[src/rtl/mac_result_packer.sv]
// mac_result_packer: requantizes reduced MAC accumulator vectors (round half up,
// arithmetic shift, saturate) into a packed word, buffers it in a show-ahead
// FIFO and streams it out with TLAST framing.
// Optional feature: define MAC_PACKER_SAT_CNT_EN to build the saturated-lane
// counter; otherwise sat_cnt is tied to zero.
module mac_result_packer #(
  parameter int TILE_SIZE      = 4,
  parameter int ACC_WIDTH      = 32,
  parameter int DATA_WIDTH     = 16,
  parameter int FRAC_BITS      = 8,
  parameter int FIFO_DEPTH     = 4,
  parameter int VECS_PER_FRAME = 16
) (
  input  logic                            clk,
  input  logic                            rst_n,
  input  logic                            s_axis_TVALID,
  output logic                            s_axis_TREADY,
  input  logic [TILE_SIZE*ACC_WIDTH-1:0]  s_vec,
  output logic                            m_axis_TVALID,
  input  logic                            m_axis_TREADY,
  output logic [TILE_SIZE*DATA_WIDTH-1:0] m_axis_TDATA,
  output logic                            m_axis_TLAST,
  output logic [15:0]                     sat_cnt
);

  localparam int AW     = (FIFO_DEPTH > 1) ? $clog2(FIFO_DEPTH) : 1;
  localparam int WW     = (VECS_PER_FRAME > 1) ? $clog2(VECS_PER_FRAME) : 1;
  localparam int WORD_W = TILE_SIZE * DATA_WIDTH;

  // Requantization constants in the widened (ACC_WIDTH+1) lane domain.
  localparam logic        [ACC_WIDTH:0] RND  = {{ACC_WIDTH{1'b0}}, 1'b1} << (FRAC_BITS - 1);
  localparam logic signed [ACC_WIDTH:0] MAXV = {{(ACC_WIDTH-DATA_WIDTH+2){1'b0}}, {(DATA_WIDTH-1){1'b1}}};
  localparam logic signed [ACC_WIDTH:0] MINV = {{(ACC_WIDTH-DATA_WIDTH+2){1'b1}}, {(DATA_WIDTH-1){1'b0}}};

  logic                           stg_valid_q;
  logic [TILE_SIZE*ACC_WIDTH-1:0] stg_vec_q;
  logic [WORD_W-1:0]              mem_q [FIFO_DEPTH];
  logic [AW-1:0]                  wr_ptr_q, rd_ptr_q;
  logic [AW:0]                    fifo_cnt_q, fifo_cnt_d, occ;
  logic [WW-1:0]                  word_idx_q, word_idx_d;
  logic [WORD_W-1:0]              pack_word;
  logic [TILE_SIZE-1:0]           lane_sat;
  logic                           s_hs, push, pop;

  // Ready depends only on registered occupancy, counting the staged vector
  // that is guaranteed to land in the FIFO next edge.
  assign occ           = fifo_cnt_q + (AW+1)'(stg_valid_q);
  assign s_axis_TREADY = occ < (AW+1)'(FIFO_DEPTH);
  assign s_hs          = s_axis_TVALID && s_axis_TREADY;
  assign push          = stg_valid_q;
  assign m_axis_TVALID = (fifo_cnt_q != '0);
  assign pop           = m_axis_TVALID && m_axis_TREADY;
  assign m_axis_TDATA  = m_axis_TVALID ? mem_q[rd_ptr_q] : '0;
  assign m_axis_TLAST  = m_axis_TVALID && (word_idx_q == WW'(VECS_PER_FRAME - 1));

  // Stage 1: capture the accepted vector.
  always_ff @(posedge clk) begin
    if (!rst_n) begin
      stg_valid_q <= 1'b0;
    end else begin
      stg_valid_q <= s_hs;
      if (s_hs) stg_vec_q <= s_vec;
    end
  end

  // Stage 2: per-lane round, shift and clamp of the staged vector.
  for (genvar i = 0; i < TILE_SIZE; i++) begin : g_lane
    logic        [ACC_WIDTH-1:0]  lane;
    logic signed [ACC_WIDTH:0]    ext, rnd, shf;
    logic        [DATA_WIDTH-1:0] q;
    logic                         sat;
    assign lane = stg_vec_q[i*ACC_WIDTH +: ACC_WIDTH];
    assign ext  = {lane[ACC_WIDTH-1], lane};
    assign rnd  = ext + RND;
    assign shf  = rnd >>> FRAC_BITS;
    // Clamp to the signed output range and flag the lane when it clips.
    always_comb begin
      q   = shf[DATA_WIDTH-1:0];
      sat = 1'b0;
      if (shf > MAXV) begin
        q   = MAXV[DATA_WIDTH-1:0];
        sat = 1'b1;
      end else if (shf < MINV) begin
        q   = MINV[DATA_WIDTH-1:0];
        sat = 1'b1;
      end
    end
    assign pack_word[i*DATA_WIDTH +: DATA_WIDTH] = q;
    assign lane_sat[i] = sat;
  end

  // FIFO storage; written whenever a staged word is present.
  always_ff @(posedge clk) begin
    if (push) mem_q[wr_ptr_q] <= pack_word;
  end

  // Occupancy and frame position next-state.
  always_comb begin
    fifo_cnt_d = fifo_cnt_q;
    word_idx_d = word_idx_q;
    if (push && !pop) fifo_cnt_d = fifo_cnt_q + 1'b1;
    if (!push && pop) fifo_cnt_d = fifo_cnt_q - 1'b1;
    if (pop) word_idx_d = (word_idx_q == WW'(VECS_PER_FRAME - 1)) ? '0 : word_idx_q + 1'b1;
  end

  // FIFO pointers, occupancy and frame counter registers.
  always_ff @(posedge clk) begin
    if (!rst_n) begin
      wr_ptr_q   <= '0;
      rd_ptr_q   <= '0;
      fifo_cnt_q <= '0;
      word_idx_q <= '0;
    end else begin
      if (push) wr_ptr_q <= wr_ptr_q + 1'b1;
      if (pop)  rd_ptr_q <= rd_ptr_q + 1'b1;
      fifo_cnt_q <= fifo_cnt_d;
      word_idx_q <= word_idx_d;
    end
  end

`ifdef MAC_PACKER_SAT_CNT_EN
  localparam int PW = $clog2(TILE_SIZE + 1);
  logic [15:0]   sat_cnt_q, sat_cnt_d;
  logic [PW-1:0] sat_inc;
  logic [16:0]   sat_sum;

  // Add the number of clipped lanes per pushed word, sticking at all-ones.
  always_comb begin
    sat_inc = '0;
    for (int i = 0; i < TILE_SIZE; i++) sat_inc = sat_inc + PW'(lane_sat[i]);
    sat_sum   = {1'b0, sat_cnt_q} + 17'(sat_inc);
    sat_cnt_d = sat_cnt_q;
    if (push) sat_cnt_d = sat_sum[16] ? 16'hFFFF : sat_sum[15:0];
  end

  // Saturation counter register.
  always_ff @(posedge clk) begin
    if (!rst_n) sat_cnt_q <= '0;
    else        sat_cnt_q <= sat_cnt_d;
  end

  assign sat_cnt = sat_cnt_q;
`else
  logic unused_sat;
  assign unused_sat = ^lane_sat;
  assign sat_cnt    = 16'h0;
`endif

endmodule

[config.mk]
export PLATFORM = sky130hd
export DESIGN_NAME = mac_result_packer
export DESIGN_NICKNAME = d
export VERILOG_FILES = /design/src/rtl/mac_result_packer.sv
export SDC_FILE = /design/constraint.sdc
export NUM_CORES = 1
export LEC_CHECK = 0
export CAP_MARGIN = 20
export CORE_MARGIN = 1
export CORE_UTILIZATION = 30
export CTS_CLUSTER_SIZE = 14
export DETAILED_ROUTE_END_ITERATION = 6
export GPL_TIMING_DRIVEN = 1
export SYNTH_ARGS = -nofsm -noshare
export SYNTH_HDL_FRONTEND = slang
export SYNTH_SLANG_ARGS = --single-unit
[constraint.sdc]
create_clock -name clk -period 8.6 [get_ports clk]
set_input_delay 2.15 -clock clk [delete_from_list [all_inputs] [get_ports clk]]
set_output_delay 2.15 -clock clk [all_outputs]
set_load 0.005 [all_outputs]
* After elaboration in Yosys (flattened, before gate mapping) *
Memories as Yosys holds them, arrays and structs flattened. A register that Yosys moved wholly into a read port is not among the register bits.
Cells that the tools add are included.

word-level totals
  bits in registers = 140
  RAM bits = 256
  memories = 1

cells by class
  $add $sub $neg = 10
  order comparisons = 9
  equality and inequality tests = 1
  multiplexer cells = 16
  reduce and logical (&&, ||, !) cells = 10

memories
  name   words  width  read ports  clocked after Yosys merged registers in  write ports  line  text
  mem_q  4      64     1           1                                        1            37    logic [WORD_W-1:0] mem_q [FIFO_DEPTH];

operator list
  kind                                                              number
  adder 32 x 9 -> 33 bit (second input constant)                    4
  two-way mux 16 bit                                                8
  greater-than comparator 25 x 16 -> 1 bit (second input constant)  4
  less-than comparator 25 x 16 -> 1 bit (second input constant)     4
  two-way mux 64 bit                                                1
  two-way mux 3 bit                                                 2
  logical AND 1 bit                                                 5
  adder 2 x 1 -> 2 bit (second input constant)                      2
  adder 4 x 1 -> 4 bit (second input constant)                      1
  == test 4 bit (second input constant)                             1
  two-way mux 2 bit                                                 2
  two-way mux 4 bit                                                 1
  adder 3 x 1 -> 3 bit                                              1
  adder 3 x 1 -> 3 bit (second input constant)                      1
  less-than comparator 3 bit (second input constant)                1
  nonzero test 3 bit                                                1
  subtractor 3 x 1 -> 3 bit (second input constant)                 1
  logical NOT 1 bit                                                 2
  two-way mux 1 bit                                                 2
  AND reduction 2 bit                                               1
  nonzero test 2 bit                                                1

* Longest topological paths before layout *
  depth in word-level cells = 6
  mapped depth = 10

* Worst setup path before layout *
Ideal clock, no wire load.

  path kind = input to register
  start point = in rst_n
  end point = reg stg_vec_q[103] (enable)
  library setup time = 471 ps
  arrival time = 4516 ps
  path slack = 3613 ps
  stages on the path = 1
  buffers on the path = 0
  path through = and3_1

on the way
  word-level cells in the longest chain between the ends = 1

RTL lines
  item                           line  text
  start: declaration             15    input logic rst_n,
  AND reduction 2 bit (no line)  -
  end signal: assignment         62    if (s_hs) stg_vec_q <= s_vec;
  end: declaration               36    logic [TILE_SIZE*ACC_WIDTH-1:0] stg_vec_q;

Every way passes these cells.
A chain may end at the register's enable or synchronous reset.

==> impl_metrics.sql <==
INSERT INTO impl_metrics (metric_group, metric, value, unit) VALUES
('clock_tree', 'cts_sinks', '370', ''),
('timing', 'timing_hold_violations_final', '0', ''),
('global_route', 'grt_util_all_layers', '12.8', '%'),
('detailed_routing', 'vias_per_cell', '4.81', ''),
('place', 'postPlaceCellArea', '0.0186', 'sq mm'),
('finish', 'area_growth_syn_to_layout', '24.1', '%'),
('timing', 'clock_skew', '24.0', 'ps'),
('finish', 'final_area', '0.0201', 'sq mm'),
('clock_tree', 'clk-insertion-delay-late', '560', 'ps'),
('synthesis', 'ys.warnings.count', '0', ''),
('clock_tree', 'clockRootBuffer', 'clkbuf_16', ''),
('flow_run', 'cap_viol_max_count', '0', ''),
('floorplan', 'start_util', '30.6', '%'),
('timing', 'timing.final.crit_period', '5550', 'ps'),
('timing', 'clock.fmax', '180', 'MHz'),
('floorplan', 'dieArea', '0.0549', 'sq mm'),
('finish', 'net_total_in_the_final_layout', '1356', ''),
('timing', 'setup-violations-final', '0', ''),
('power', 'p_sw_share', '25.2', '%'),
('setup_path', 'worstPathRequired', '6450', 'ps'),
('timing', 'worst-slew-pin-transition', '1050', 'ps'),
('global_route', 'grt_antenna_before_repair', '0', ''),
('detailed_routing', 'drt-total-wl', '35200', 'microns'),
('floorplan', 'boundaryPins', '215', ''),
('finish', 'diodes', '0', ''),
('synthesis', 'synth-async-reset-ratio', '0', '%'),
('timing', 'worst_slew_margin_rel', '30.0', '%'),
('floorplan', 'die_height', '234', 'microns'),
('detailed_routing', 'wl_per_cell', '18.2', 'microns'),
('clock_tree', 'numCtsBuffers', '43', ''),
('power', 'clock_power_share', '35.2', '%'),
('synthesis', 'syn_avg_cell_area', '15.8', 'sq um'),
('clock_tree', 'htree_depth', '2', ''),
('synthesis', 'synth_area', '0.0162', 'sq mm'),
('detailed_routing', 'vias', '9306', ''),
('run_status', 'status', 'finished, final reports clean', ''),
('synthesis', 'synthesis.instances', '1027', ''),
('clock_tree', 'cts_tree', 'built', ''),
('finish', 'most_common_cell_after_layout_fill_and_taps_aside', 'edfxtp_1', ''),
('power', 'pwr-share-comb', '21.6', '%'),
('finish', 'drive_above_1_share', '13.3', '%'),
('clock_tree', 'cts_resized', '0', ''),
('place', 'gp_congestion', '0.822', ''),
('power', 'leakage', '0.00627', 'uW'),
('power', 'power_density', '256', 'mW/mm^2'),
('timing', 'timing_max_transition_violations_final', '0', ''),
('floorplan', 'floorplan.rows', '84', ''),
('clock_tree', 'clkSlewWorstSetupHoldPaths', '60', 'ps'),
('synthesis', 'yosys.cell_types.count', '68', ''),
('power', 'net-switching-power', '1300', 'uW'),
('setup_path', 'timing.critical_path.arrival', '3400', 'ps'),
('global_route', 'grt_residual_overflow', '0', ''),
('synthesis', 'yosys_register_bits', '370', ''),
('floorplan', 'core_area', '0.0530', 'sq mm'),
('detailed_routing', 'detail_route.iter0.violations', '400', ''),
('floorplan', 'chipWidth', '234', 'microns'),
('global_route', 'first_global_vias', '9424', ''),
('setup_path', 'timing.critical_path.from_type', 'flop', ''),
('timing', 'grt_setup_unrepaired', 'false', ''),
('clock_tree', 'clk_path_buf_depth', '3', ''),
('setup_path', 'crit_fanout', '34', ''),
('power', 'power.share.sequential', '43.2', '%'),
('detailed_routing', 'route.antenna.remaining_nets', '0', ''),
('place', 'port_buffers', '170', ''),
('synthesis', 'synth-edff-count', '356', ''),
('detailed_routing', 'post-route-drc-count', '0', ''),
('global_route', 'grt_max_degree', '65', ''),
('clock_tree', 'cts.hold.buffers_added', '0', ''),
('clock_tree', 'postCtsSetupBuffers', '0', ''),
('setup_path', 'critPathKind', 'flop to output port', ''),
('setup_path', 'timing.critical_path.to_type', 'output port', ''),
('timing', 'min_period_over_period', '64.5', '%'),
('detailed_routing', 'drt-pass1-iter-count', '4', ''),
('place', 'detailedPlacementHpwl', '22000', 'microns'),
('global_route', 'grt_first_pass_wirelength', '53700', 'microns'),
('power', 'vdd_drop_max', '148', 'uV'),
('synthesis', 'postSynth.topFlopCell', 'edfxtp_1', ''),
('finish', 'final_cell_mix', '356 x edfxtp_1, 170 x clkdlybuf4s50_1, 76 x and2_1, 64 x mux4_2, 48 x nand2_1', ''),
('power', 'cell_internal_pwr', '3850', 'uW'),
('synthesis', 'synth_sequential_area_ratio', '67.7', '%'),
('timing', 'totalNegativeSetupSlack', '0', 'ps'),
('worst_hold_path', 'timing.hold.worst.class', 'flop to flop', ''),
('finish', 'layout.core_utilization', '38.0', '%');
[per-stage QoR]
step,cells,setup slack [ps],power [uW],hold slack (ps)
floorplan,1042,3610,2820,484
global placement,1850,3480,3390,504
detailed placement,1850,3460,3400,519
CTS,1927,2850,5240,529
global route,1933,2770,5400,597
finish,1933,3050,5150,531
[area by class of cell]
class                           instances  area (sq um)
Clock buffer                           53          1160
Clock inverter                         24           256
Fill cell                            4996         32900
Inverter                               22          82.6
Multi-Input combinational cell        596          4920
Sequential cell                       370         11000
Tap cell                              688           861
Timing Repair Buffer                  180          1850
[worst paths after layout]
kind                                                   end                  startpoint  depth (start not counted)  slack (ps)
worst max register to register       mem_q[0][3]$_DFFE_PP_     stg_vec_q[12]$_DFFE_PP_                          7        4970
worst min register to register  fifo_cnt_q[2]$_SDFFE_PN0P_  fifo_cnt_q[2]$_SDFFE_PN0P_                          2         530
worst min-delay path            fifo_cnt_q[2]$_SDFFE_PN0P_  fifo_cnt_q[2]$_SDFFE_PN0P_                          2         530
worst max-delay path                      m_axis_TDATA[21]                        flop                          4        3050
[critical path, stage by stage, from the launching register on]
cell,delay (ps)
dfxtp_4,790
buf_4,700
mux4_2,600
and2_1,170
clkdlybuf4s50_1,490
[cell families (layout without fill, tap and decap cells)]
family | count (synthesis) | count (layout) | synth area share (%)
XOR/XNOR | 69 | 69 | 3.73
other | 1 | 16 | 0.0231
multiplexers | 72 | 72 | 9.42
AO/OA/AOI/OAI | 123 | 123 | 5.18
flip-flops | 370 | 370 | 67.7
buffers and inverters | 76 | 279 | 2.32
AND/OR/NAND/NOR | 305 | 305 | 10.7
adder cells (fa/ha/maj) | 11 | 11 | 0.896
[power groups by stage]
stage / sequential, uW / combinational, uW / clock, uW
2_1_floorplan: 2190 / 626 / 0
3_3_place_gp: 2270 / 1120 / 0
3_5_place_dp: 2270 / 1130 / 0
4_1_cts: 2240 / 1130 / 1870
5_1_grt: 2240 / 1220 / 1930
6_report: 2220 / 1110 / 1810
[state kept, by name, summed over array words and instances (netlist names), named ones only]
name and cells:
wr_ptr_q 2, mem_q 256, rd_ptr_q 2, push 1, stg_vec_q 100, fifo_cnt_q 3
word_idx_q 4
[synthesized netlist by cell type, types with 4 or more instances]
cell / number / share of area [%]
nor4b_1: 4 / 0.22
nor2b_1: 5 / 0.19
mux2_2: 4 / 0.28
o21a_1: 4 / 0.19
mux2i_1: 4 / 0.25
o211ai_1: 14 / 0.65
buf_4: 18 / 0.83
and4_1: 7 / 0.38
xnor2_1: 36 / 1.9
buf_1: 8 / 0.19
dfxtp_1: 14 / 1.7
ha_1: 10 / 0.77
nand2b_1: 4 / 0.15
a21oi_1: 12 / 0.37
xor2_1: 33 / 1.8
nand2_1: 48 / 1.1
and2_1: 80 / 3.1
edfxtp_1: 356 / 66
nor4_1: 9 / 0.35
nor2_1: 34 / 0.79
o21ai_0: 36 / 1.1
a31oi_1: 7 / 0.27
or3_1: 5 / 0.19
and3_1: 14 / 0.54
o21ai_1: 16 / 0.49
nand4_1: 21 / 0.81
nand4b_1: 4 / 0.22
nor3_1: 10 / 0.31
mux4_2: 64 / 8.9
clkbuf_1: 24 / 0.56
inv_1: 22 / 0.51
nand3_1: 43 / 1.3
[layer usage]
metal | GRT usage, % | vias to the layer above | wire length, microns
met4 | 4.25 | 0 | 699
met2 | 21.6 | 197 | 17300
met3 | 2.33 | 46 | 1400
li1 | - | 4348 | -
met1 | 16.7 | 4715 | 15800
met5 | 0 | - | 0
Note: power is estimated with default switching activity, not from simulation.
